**config.mk**
```make
export PLATFORM = sky130hd
export DESIGN_NAME = alu_ctrl_decode_pipe
export DESIGN_NICKNAME = d
export VERILOG_FILES = /design/src/rtl/npc_defs_pkg.sv /design/src/rtl/alu_ctrl_dec.sv /design/src/rtl/alu_ctrl_decode_pipe.sv
export SDC_FILE = /design/constraint.sdc
export NUM_CORES = 1
export LEC_CHECK = 0
export CAP_MARGIN = 30
export CORE_UTILIZATION = 45
export DETAILED_ROUTE_END_ITERATION = 10
export GPL_TIMING_DRIVEN = 0
export PLACE_DENSITY = 0.72
export SETUP_SLACK_MARGIN = 0.05
export SYNTH_ARGS = -nofsm -noshare
export SYNTH_HDL_FRONTEND = slang
export SYNTH_SLANG_ARGS = --single-unit
```
**constraint.sdc**
```tcl
create_clock -name clk -period 3.8 [get_ports clk]
set_input_delay 0.57 -clock clk [delete_from_list [all_inputs] [get_ports clk]]
set_output_delay 0.57 -clock clk [all_outputs]
set_load 0.01 [all_outputs]
```
**src/rtl/npc_defs_pkg.sv**
```systemverilog
// Shared npc definitions: ALU op codes, base opcodes and funct7 patterns used by decode and EXU.
// Also holds the skid-buffer state type for the decode pipeline register.
package npc_defs_pkg;

  localparam int unsigned ALU_OP_W = 5;

  localparam logic [ALU_OP_W-1:0] ALU_ADD    = 5'h00;
  localparam logic [ALU_OP_W-1:0] ALU_LUI    = 5'h01;
  localparam logic [ALU_OP_W-1:0] ALU_SUB    = 5'h02;
  localparam logic [ALU_OP_W-1:0] ALU_JALR   = 5'h03;
  localparam logic [ALU_OP_W-1:0] ALU_SLTU   = 5'h04;
  localparam logic [ALU_OP_W-1:0] ALU_XOR    = 5'h05;
  localparam logic [ALU_OP_W-1:0] ALU_OR     = 5'h06;
  localparam logic [ALU_OP_W-1:0] ALU_AND    = 5'h07;
  localparam logic [ALU_OP_W-1:0] ALU_SLL    = 5'h08;
  localparam logic [ALU_OP_W-1:0] ALU_SRA    = 5'h09;
  localparam logic [ALU_OP_W-1:0] ALU_SRL    = 5'h0A;
  localparam logic [ALU_OP_W-1:0] ALU_SLT    = 5'h0C;
  localparam logic [ALU_OP_W-1:0] ALU_BEQ    = 5'h0D;
  localparam logic [ALU_OP_W-1:0] ALU_BGE    = 5'h0E;
  localparam logic [ALU_OP_W-1:0] ALU_BGEU   = 5'h0F;
  localparam logic [ALU_OP_W-1:0] ALU_BLT    = 5'h10;
  localparam logic [ALU_OP_W-1:0] ALU_BLTU   = 5'h11;
  localparam logic [ALU_OP_W-1:0] ALU_BNE    = 5'h12;
  localparam logic [ALU_OP_W-1:0] ALU_SLLI   = 5'h13;
  localparam logic [ALU_OP_W-1:0] ALU_SRAI   = 5'h14;
  localparam logic [ALU_OP_W-1:0] ALU_SRLI   = 5'h15;
  localparam logic [ALU_OP_W-1:0] ALU_CSRRS  = 5'h16;
  localparam logic [ALU_OP_W-1:0] ALU_CSRRW  = 5'h17;
  localparam logic [ALU_OP_W-1:0] ALU_MUL    = 5'h18;
  localparam logic [ALU_OP_W-1:0] ALU_MULH   = 5'h19;
  localparam logic [ALU_OP_W-1:0] ALU_MULHSU = 5'h1A;
  localparam logic [ALU_OP_W-1:0] ALU_MULHU  = 5'h1B;
  localparam logic [ALU_OP_W-1:0] ALU_DIV    = 5'h1C;
  localparam logic [ALU_OP_W-1:0] ALU_DIVU   = 5'h1D;
  localparam logic [ALU_OP_W-1:0] ALU_REM    = 5'h1E;
  localparam logic [ALU_OP_W-1:0] ALU_REMU   = 5'h1F;

  localparam logic [6:0] OPC_LUI    = 7'b0110111;
  localparam logic [6:0] OPC_AUIPC  = 7'b0010111;
  localparam logic [6:0] OPC_JAL    = 7'b1101111;
  localparam logic [6:0] OPC_JALR   = 7'b1100111;
  localparam logic [6:0] OPC_BRANCH = 7'b1100011;
  localparam logic [6:0] OPC_LOAD   = 7'b0000011;
  localparam logic [6:0] OPC_STORE  = 7'b0100011;
  localparam logic [6:0] OPC_OP_IMM = 7'b0010011;
  localparam logic [6:0] OPC_OP     = 7'b0110011;
  localparam logic [6:0] OPC_SYSTEM = 7'b1110011;

  localparam logic [6:0] F7_BASE   = 7'b0000000;
  localparam logic [6:0] F7_ALT    = 7'b0100000;
  localparam logic [6:0] F7_MULDIV = 7'b0000001;

  typedef enum logic [1:0] {
    SKID_EMPTY = 2'd0,
    SKID_ONE   = 2'd1,
    SKID_FULL  = 2'd2
  } skid_state_e;

endpackage

```
**src/rtl/alu_ctrl_dec.sv**
```systemverilog
// Combinational RV32I/Zicsr(/M) decoder: opcode/funct3/funct7 -> ALU op code plus illegal flag.
// Only the fields that select the operation are taken in; register and immediate bits are ignored.
module alu_ctrl_dec
  import npc_defs_pkg::*;
#(
  parameter bit EN_M = 1'b1
) (
  input  logic [6:0]          opcode,
  input  logic [2:0]          funct3,
  input  logic [6:0]          funct7,
  output logic [ALU_OP_W-1:0] alu_ctrl,
  output logic                illegal
);

  logic [ALU_OP_W-1:0] op_sel;
  logic                bad;

  always_comb begin
    op_sel = ALU_ADD;
    bad    = 1'b0;
    case (opcode)
      OPC_LUI:   op_sel = ALU_LUI;
      OPC_AUIPC: op_sel = ALU_ADD;
      OPC_JAL:   op_sel = ALU_ADD;
      OPC_JALR: begin
        if (funct3 == 3'b000) op_sel = ALU_JALR;
        else                  bad    = 1'b1;
      end
      OPC_LOAD: begin
        case (funct3)
          3'b000, 3'b001, 3'b010, 3'b100, 3'b101: op_sel = ALU_ADD;
          default:                                bad    = 1'b1;
        endcase
      end
      OPC_STORE: begin
        case (funct3)
          3'b000, 3'b001, 3'b010: op_sel = ALU_ADD;
          default:                bad    = 1'b1;
        endcase
      end
      OPC_BRANCH: begin
        case (funct3)
          3'b000:  op_sel = ALU_BEQ;
          3'b001:  op_sel = ALU_BNE;
          3'b100:  op_sel = ALU_BLT;
          3'b101:  op_sel = ALU_BGE;
          3'b110:  op_sel = ALU_BLTU;
          3'b111:  op_sel = ALU_BGEU;
          default: bad    = 1'b1;
        endcase
      end
      OPC_OP_IMM: begin
        // Shift-immediates reuse funct7 as the top of the immediate, so it must match exactly.
        case (funct3)
          3'b000: op_sel = ALU_ADD;
          3'b010: op_sel = ALU_SLT;
          3'b011: op_sel = ALU_SLTU;
          3'b100: op_sel = ALU_XOR;
          3'b110: op_sel = ALU_OR;
          3'b111: op_sel = ALU_AND;
          3'b001: begin
            if (funct7 == F7_BASE) op_sel = ALU_SLLI;
            else                   bad    = 1'b1;
          end
          default: begin
            if      (funct7 == F7_BASE) op_sel = ALU_SRLI;
            else if (funct7 == F7_ALT)  op_sel = ALU_SRAI;
            else                        bad    = 1'b1;
          end
        endcase
      end
      OPC_OP: begin
        if (funct7 == F7_BASE) begin
          case (funct3)
            3'b000:  op_sel = ALU_ADD;
            3'b001:  op_sel = ALU_SLL;
            3'b010:  op_sel = ALU_SLT;
            3'b011:  op_sel = ALU_SLTU;
            3'b100:  op_sel = ALU_XOR;
            3'b101:  op_sel = ALU_SRL;
            3'b110:  op_sel = ALU_OR;
            default: op_sel = ALU_AND;
          endcase
        end else if (funct7 == F7_ALT) begin
          case (funct3)
            3'b000:  op_sel = ALU_SUB;
            3'b101:  op_sel = ALU_SRA;
            default: bad    = 1'b1;
          endcase
        end else if ((funct7 == F7_MULDIV) && EN_M) begin
          case (funct3)
            3'b000:  op_sel = ALU_MUL;
            3'b001:  op_sel = ALU_MULH;
            3'b010:  op_sel = ALU_MULHSU;
            3'b011:  op_sel = ALU_MULHU;
            3'b100:  op_sel = ALU_DIV;
            3'b101:  op_sel = ALU_DIVU;
            3'b110:  op_sel = ALU_REM;
            default: op_sel = ALU_REMU;
          endcase
        end else begin
          bad = 1'b1;
        end
      end
      OPC_SYSTEM: begin
        case (funct3)
          3'b001:  op_sel = ALU_CSRRW;
          3'b010:  op_sel = ALU_CSRRS;
          default: bad    = 1'b1;
        endcase
      end
      default: bad = 1'b1;
    endcase
  end

  // EXU relies on a zero op code whenever the illegal flag is raised.
  assign alu_ctrl = bad ? ALU_ADD : op_sel;
  assign illegal  = bad;

endmodule

```
**src/rtl/alu_ctrl_decode_pipe.sv**
```systemverilog
// Registered ALU-control decode stage between IFU and EXU: 2-entry skid buffer, 1-cycle latency,
// in_ready driven only from a flop, plus a saturating counter of accepted illegal instructions.
module alu_ctrl_decode_pipe
  import npc_defs_pkg::*;
#(
  parameter bit          EN_M  = 1'b1,
  parameter int unsigned ALU_W = 5,
  parameter int unsigned CNT_W = 16,
  parameter int unsigned PC_W  = 32
) (
  input  logic             clk,
  input  logic             rst,
  input  logic             in_valid,
  output logic             in_ready,
  input  logic [31:0]      in_inst,
  input  logic [PC_W-1:0]  in_pc,
  input  logic             flush,
  output logic             out_valid,
  input  logic             out_ready,
  output logic [ALU_W-1:0] out_alu_ctrl,
  output logic             out_illegal,
  output logic [31:0]      out_inst,
  output logic [PC_W-1:0]  out_pc,
  output logic [CNT_W-1:0] illegal_cnt
);

  logic [ALU_OP_W-1:0] dec_alu;
  logic                dec_illegal;

  alu_ctrl_dec #(
    .EN_M(EN_M)
  ) u_dec (
    .opcode  (in_inst[6:0]),
    .funct3  (in_inst[14:12]),
    .funct7  (in_inst[31:25]),
    .alu_ctrl(dec_alu),
    .illegal (dec_illegal)
  );

  skid_state_e      state_q, state_d;
  logic             out_valid_q, out_valid_d;
  logic             in_ready_q, in_ready_d;
  logic [ALU_W-1:0] out_alu_q, out_alu_d;
  logic             out_ill_q, out_ill_d;
  logic [31:0]      out_inst_q, out_inst_d;
  logic [PC_W-1:0]  out_pc_q, out_pc_d;
  logic [ALU_W-1:0] skid_alu_q, skid_alu_d;
  logic             skid_ill_q, skid_ill_d;
  logic [31:0]      skid_inst_q, skid_inst_d;
  logic [PC_W-1:0]  skid_pc_q, skid_pc_d;
  logic [CNT_W-1:0] cnt_q, cnt_d;

  logic             accept;
  logic             drain;
  logic [ALU_W-1:0] new_alu;

  assign accept  = in_valid & in_ready_q;
  assign drain   = out_valid_q & out_ready;
  assign new_alu = ALU_W'(dec_alu);

  always_comb begin
    state_d     = state_q;
    out_alu_d   = out_alu_q;
    out_ill_d   = out_ill_q;
    out_inst_d  = out_inst_q;
    out_pc_d    = out_pc_q;
    skid_alu_d  = skid_alu_q;
    skid_ill_d  = skid_ill_q;
    skid_inst_d = skid_inst_q;
    skid_pc_d   = skid_pc_q;
    cnt_d       = cnt_q;

    if (flush) begin
      state_d = SKID_EMPTY;
    end else begin
      case (state_q)
        SKID_EMPTY: begin
          if (accept) begin
            out_alu_d  = new_alu;
            out_ill_d  = dec_illegal;
            out_inst_d = in_inst;
            out_pc_d   = in_pc;
            state_d    = SKID_ONE;
          end
        end
        SKID_ONE: begin
          if (accept && !drain) begin
            skid_alu_d  = new_alu;
            skid_ill_d  = dec_illegal;
            skid_inst_d = in_inst;
            skid_pc_d   = in_pc;
            state_d     = SKID_FULL;
          end else if (accept && drain) begin
            out_alu_d  = new_alu;
            out_ill_d  = dec_illegal;
            out_inst_d = in_inst;
            out_pc_d   = in_pc;
          end else if (drain) begin
            state_d = SKID_EMPTY;
          end
        end
        SKID_FULL: begin
          // in_ready is low here, so the only event is the output register draining.
          if (drain) begin
            out_alu_d  = skid_alu_q;
            out_ill_d  = skid_ill_q;
            out_inst_d = skid_inst_q;
            out_pc_d   = skid_pc_q;
            state_d    = SKID_ONE;
          end
        end
        default: state_d = SKID_EMPTY;
      endcase

      if (accept && dec_illegal && (cnt_q != {CNT_W{1'b1}})) begin
        cnt_d = cnt_q + CNT_W'(1);
      end
    end

    out_valid_d = (state_d != SKID_EMPTY);
    in_ready_d  = (state_d != SKID_FULL);
  end

  always_ff @(posedge clk) begin
    if (rst) begin
      state_q     <= SKID_EMPTY;
      out_valid_q <= 1'b0;
      in_ready_q  <= 1'b1;
      out_alu_q   <= '0;
      out_ill_q   <= 1'b0;
      out_inst_q  <= '0;
      out_pc_q    <= '0;
      skid_alu_q  <= '0;
      skid_ill_q  <= 1'b0;
      skid_inst_q <= '0;
      skid_pc_q   <= '0;
      cnt_q       <= '0;
    end else begin
      state_q     <= state_d;
      out_valid_q <= out_valid_d;
      in_ready_q  <= in_ready_d;
      out_alu_q   <= out_alu_d;
      out_ill_q   <= out_ill_d;
      out_inst_q  <= out_inst_d;
      out_pc_q    <= out_pc_d;
      skid_alu_q  <= skid_alu_d;
      skid_ill_q  <= skid_ill_d;
      skid_inst_q <= skid_inst_d;
      skid_pc_q   <= skid_pc_d;
      cnt_q       <= cnt_d;
    end
  end

  assign in_ready     = in_ready_q;
  assign out_valid    = out_valid_q;
  assign out_alu_ctrl = out_alu_q;
  assign out_illegal  = out_ill_q;
  assign out_inst     = out_inst_q;
  assign out_pc       = out_pc_q;
  assign illegal_cnt  = cnt_q;

endmodule
```
# Word-level counts from Yosys, hierarchy flattened
# Index checks and enable logic that the tools add are counted.
# classes
eq_ne,27
bitwise_logic,3
reduce_logical,20
muxes,56
n_addsub,1
# ops
operator,count
32-bit 2-to-1 mux,8
32-bit one-hot mux with 3 select lines,2
5-bit one-hot mux with 6 select lines,2
5-bit 2-to-1 mux,11
5-bit one-hot mux with 7 select lines,1
"7-bit by 6-bit == test with 1-bit output, second input constant",4
"7-bit == test, second input constant",4
4-bit one-hot mux with 7 select lines,1
3-bit one-hot mux with 7 select lines,1
"16-bit by 1-bit adder with 16-bit output, second input constant",1
1-bit 2-to-1 mux,16
"16-bit != test, second input constant",1
5-bit one-hot mux with 3 select lines,1
"7-bit by 5-bit == test with 1-bit output, second input constant",2
2-bit 2-to-1 mux,7
"3-bit == test, second input constant",4
6-bit OR reduction,2
"2-bit != test, second input constant",5
5-bit one-hot mux with 2 select lines,1
1-bit one-hot mux with 8 select lines,1
4-bit one-hot mux with 2 select lines,1
"7-bit by 1-bit == test with 1-bit output, second input constant",1
"7-bit by 2-bit == test with 1-bit output, second input constant",1
7-bit logical NOT,1
other kinds (21),28
# word_totals
output_inout_bits,88
reg_bits,160
in_bits,69
wordCells,119

# Logic depth before layout (Yosys ltp)
# depth
ltp_word,10
mapped_depth,9

# By module
# Synthesis repeated with hierarchy kept, for this count alone.
# unflattened
cells_unflattened,944
hier_area_um2,7836.3
# by_module_without_submodules
mod,seq_area_each_um2,instances,cells_each,area_per_inst_um2
alu_ctrl_decode_pipe,3203.1,1,840,7170.6
alu_ctrl_dec,0.0,1,104,665.6

# Least setup slack after synthesis
# Ideal clock, no wire load.
# synth_timing
path_kind,input -> register
startpoint,input in_inst[27]
endpoint,register cnt_q[11] (netlist: illegal_cnt[11])
path_slack_ns,1.206
arrival_ns,2.473
path_buffers,1
setup_ns,0.121
stages,8
path_cell_list,or4_4 -> nor2_2 -> a311oi_1 -> nor4b_2 -> a21oi_4 -> buf_4 -> nand3_1 -> mux2_2
# synth_via
elab_chain_len,8
# synth_lines
element,line,source
start: declaration,alu_ctrl_decode_pipe.sv:15,"input logic [31:0] in_inst,"
7-bit by 6-bit == test with 1-bit output / 7-bit by 1-bit == test with 1-bit output (equally long branches),"alu_ctrl_dec.sv:67, alu_ctrl_dec.sv:84, alu_ctrl_dec.sv:90",
1-bit 2-to-1 mux (on tied branches),"alu_ctrl_dec.sv:67, alu_ctrl_dec.sv:90",
1-bit 2-to-1 mux (on tied branches),"alu_ctrl_dec.sv:66, alu_ctrl_dec.sv:84",
1-bit one-hot mux with 2 select lines / 1-bit 2-to-1 mux (equally long branches),"alu_ctrl_dec.sv:54, alu_ctrl_dec.sv:73",
1-bit one-hot mux with 8 select lines *,alu_ctrl_dec.sv:21,case (opcode)
1-bit logical AND * (2 in a row),alu_ctrl_decode_pipe.sv:115,if (accept && dec_illegal && (cnt_q != {CNT_W{1'b1}})) begin
2-bit AND reduction (no source line) *,n/a,
end signal: assignment,alu_ctrl_decode_pipe.sv:150,cnt_q <= cnt_d;
end: declaration,alu_ctrl_decode_pipe.sv:51,"logic [CNT_W-1:0] cnt_q, cnt_d;"
# Mark *: on every way between the ends. The rest lies on a longest branch, timed or not.
# A chain may end at the register's enable or synchronous reset.

# Final worst setup path
# layout_timing
startpoint,input in_inst[27]
endpoint,register cnt_q[7] (netlist: illegal_cnt[7])
# The elaborated chain is that of the path after synthesis.

==> qor.csv <==
stage;metric;value;unit
outcome;outcome;finished clean;
global_routing;first-pass GRT wire length;34300;um
setup_path;setup slack, reg-to-reg;1.19;ns
routing;Starting DRT DRC Count;595;
min_path;worst hold stages;3;
clocking;hold_buf cts;0;
power_and_ir_drop;Pwr Density;433;nW/um^2
placement;area post-placement;9010;sq um
clocking;CTS tree;done;
global_routing;gr ovfl total;0;
placement;I/O Buffers;152;
clocking;postcts setup bufs;0;
logic_synthesis;Seq/Total Area, Yosys;44.4;%
finish;commonest non-fill, non-tap cell in the layout;nand2_1;
logic_synthesis;Syn Std Cell Area;7220;sq um
clocking;post-cts gate resize count;0;
setup_path;WP data arrival;3.33;ns
logic_synthesis;Distinct cells, synth;66;
logic_synthesis;syn_area_per_cell;7.66;sq um
placement;Detail Placement HPWL;15400;um
finish;Final Cell Area;9650;sq um
logic_synthesis;EDFF count, synth;0;
clocking;clock slew at reported path FFs;0.06;ns
power_and_ir_drop;P_int;3.18;mW
placement;pre-CTS setup slack;0.359;ns
setup_path;r2r endpoint;out_inst[16];
clocking;number of CTS-inserted buffers;17;
logic_synthesis;Synth Flop Type;dfxtp_1;
power_and_ir_drop;Logic pwr share;12.8;%
global_routing;antenna violations before repair;0;
sta;min cycle time layout;3.02;ns
setup_path;Crit. End Element;register;
power_and_ir_drop;LEAKAGE;3.41;nW
clocking;clk sinks;160;
sta;worst slew pin tran;0.681;ns
routing;DR vias/cell;5.38;
setup_path;critical path fanouts, max;10;
placement;GP Congestion;0.904;
setup_path;WS Path Type;input port to register;
power_and_ir_drop;Net Sw Power;994;uW
routing;final wirelength;21500;um
die;Die W;129;um
die;core region area;15400;sq um
power_and_ir_drop;maximum VDD drop;0.325;mV
sta;clock skew;0.00685;ns
finish;ant diodes;0;
sta;RSZ-0062 raised after global routing;false;
routing;WL/cell;16.1;um
setup_path;required time of the critical path;4.11;ns
logic_synthesis;asr flop ratio synth;0;%
routing;DRC;0;
logic_synthesis;Gate Count Post-Synth;943;
logic_synthesis;#FFs+latches synth;160;
setup_path;Startpoint Class;input port;
finish;Synth-to-Final Area Change;33.7;%
finish;commonest non-fill, non-tap cells in the layout;nand2_1, dfxtp_1, clkdlybuf4s50_1;
run;Max Cap Viol;0;
sta;fin crit share;79.5;%
sta;number of setup violations in the final report;0;
die;die area;16600;sq um
finish;Final Net Count;1185;
routing;TritonRoute pass-1 iters;5;
power_and_ir_drop;Switching Fraction;23.8;%
sta;Final Hold Vio Count;0;
global_routing;vias in the first global route;6697;
sta;Peak Freq;331;MHz
global_routing;pin count of the biggest net entering global routing;17;
power_and_ir_drop;Flop pwr share;42.8;%
min_path;hold endpoint;skid_inst_q[3];
sta;Total Neg Setup Slack;0;ns
min_path;Worst Hold Launch;in_inst[3];
die;Initial Utilization;46.8;%
die;Die Ht;129;um
sta;Max-slew headroom;54.6;%
clocking;clock latency at the later pin of the worst-skew pair;0.42;ns
finish;proportion of layout cells with a drive suffix above 1;6.29;%
routing;vias;7208;
clocking;CTS Root Cell;clkbuf_16;
logic_synthesis;Yosys warning count;0;
min_path;Worst Hold Class;input port to register;
sta;worst hold margin;0.453;ns
routing;Post-DRT Antenna Nets;0;
die;# IOs;157;
clocking;H-tree depth;4;
finish;filler cell count;1407;
sta;Max Slew Vio Count;0;
logic_synthesis;syn nets;1013;
clocking;CTS max path bufs;2;
global_routing;gr usage total;26.7;%
power_and_ir_drop;clock power share;44.4;%
setup_path;Critical R2R Launch;in_ready;
setup_path;R2R depth;9;
die;row count;45;
sta;final worst slack;0.777;ns
[Yosys cell counts, drive strengths merged (3+ instances only)]
cell type | instances | area [sq um]
inv | 6 | 22.5
nor2 | 117 | 442
or2 | 4 | 25.0
and2 | 3 | 18.8
xnor2 | 3 | 26.3
nor4 | 3 | 18.8
dfxtp | 160 | 3200
nor2b | 15 | 93.8
and3 | 7 | 45.1
nand2 | 284 | 1070
a311oi | 66 | 578
buf | 6 | 42.5
nand3 | 9 | 45.0
or4 | 4 | 33.8
nand4 | 7 | 43.8
nand2b | 5 | 31.3
o21ai | 14 | 70.1
clkbuf | 74 | 358
a21oi | 85 | 440
mux2 | 11 | 128
nor3b | 5 | 37.5
nor3 | 12 | 60.1
[registers in the layout, summed over array words and instances (netlist names)]
name          flops
out_illegal       1
out_inst         32
skid_alu_q        5
out_valid         1
state_q           2
out_pc           32
in_ready          1
illegal_cnt      16
out_alu_ctrl      5
skid_inst_q      32
skid_pc_q        32
skid_ill_q        1
[how the worst max path moves through the flow]
stage / slack [ns] / cells after the start / to / startpoint
after floorplan: 1.21 / 8 / illegal_cnt[11] / in_inst[27]
after global routing: 0.59 / 10 / out_inst[2] / in_valid
after global placement: 0.36 / 9 / illegal_cnt[7] / in_inst[27]
final: 0.78 / 9 / illegal_cnt[7] / in_inst[27]
after detailed placement: 0.36 / 9 / illegal_cnt[7] / in_inst[27]
after CTS: 0.80 / 9 / illegal_cnt[7] / in_inst[27]
[critical path, stage by stage]
cell and delay, ns:
clkdlybuf4s50_1 0.46, or4_4 0.58, nor2_2 0.21, a311oi_1 0.16, nor4b_2 0.53, a21oi_4 0.18, buf_4 0.21, nand3_1 0.10
mux2_2 0.33
[routing by layer]
layer,track usage [%],up-vias,wire (um)
met1,34.5,3362,9570
met4,9.76,0,557
met5,0,-,0
met3,6.11,39,1340
met2,43.5,235,10000
li1,-,3572,-
[metrics by stage]
step	instances	util [%]	power, mW
6_report	1339	62.6	4.18
5_1_grt	1339	62.6	4.32
4_1_cts	1339	62.6	4.19
3_5_place_dp	1307	58.4	2.36
3_3_place_gp	1306	58.4	2.35
2_1_floorplan	943	-	2.08
[cells by family after synthesis]
kind of cell	Yosys count	synth area share, %
and+or+nand+nor	488	28.9
AOI/OAI and AO/OA	191	18.2
DFF	160	44.4
buffers and inverters	86	5.86
muxes	12	1.91
xor gates and xnor gates	5	0.607
adders and majority gates	1	0.173
[power groups by stage]
stage / sequential [mW] / combinational (mW) / clock [mW]
finish: 1.79 / 0.536 / 1.85
global route: 1.79 / 0.584 / 1.94
CTS: 1.79 / 0.535 / 1.87
detailed placement: 1.82 / 0.532 / 0
global placement: 1.82 / 0.530 / 0
floorplan: 1.84 / 0.234 / 0
[cell type report]
class | count | area (sq um) | area share [%]
Clock buffer | 25 | 495 | 5.13
Multi-Input combinational cell | 697 | 3590 | 37.2
Tap cell | 211 | 264 | 2.74
Timing Repair Buffer | 153 | 1530 | 15.8
Sequential cell | 160 | 3200 | 33.2
Inverter | 6 | 22.5 | 0.233
Clock inverter | 7 | 146 | 1.52
Buffer | 80 | 400 | 4.15
No activity file was read; power rests on OpenSTA's default activity.
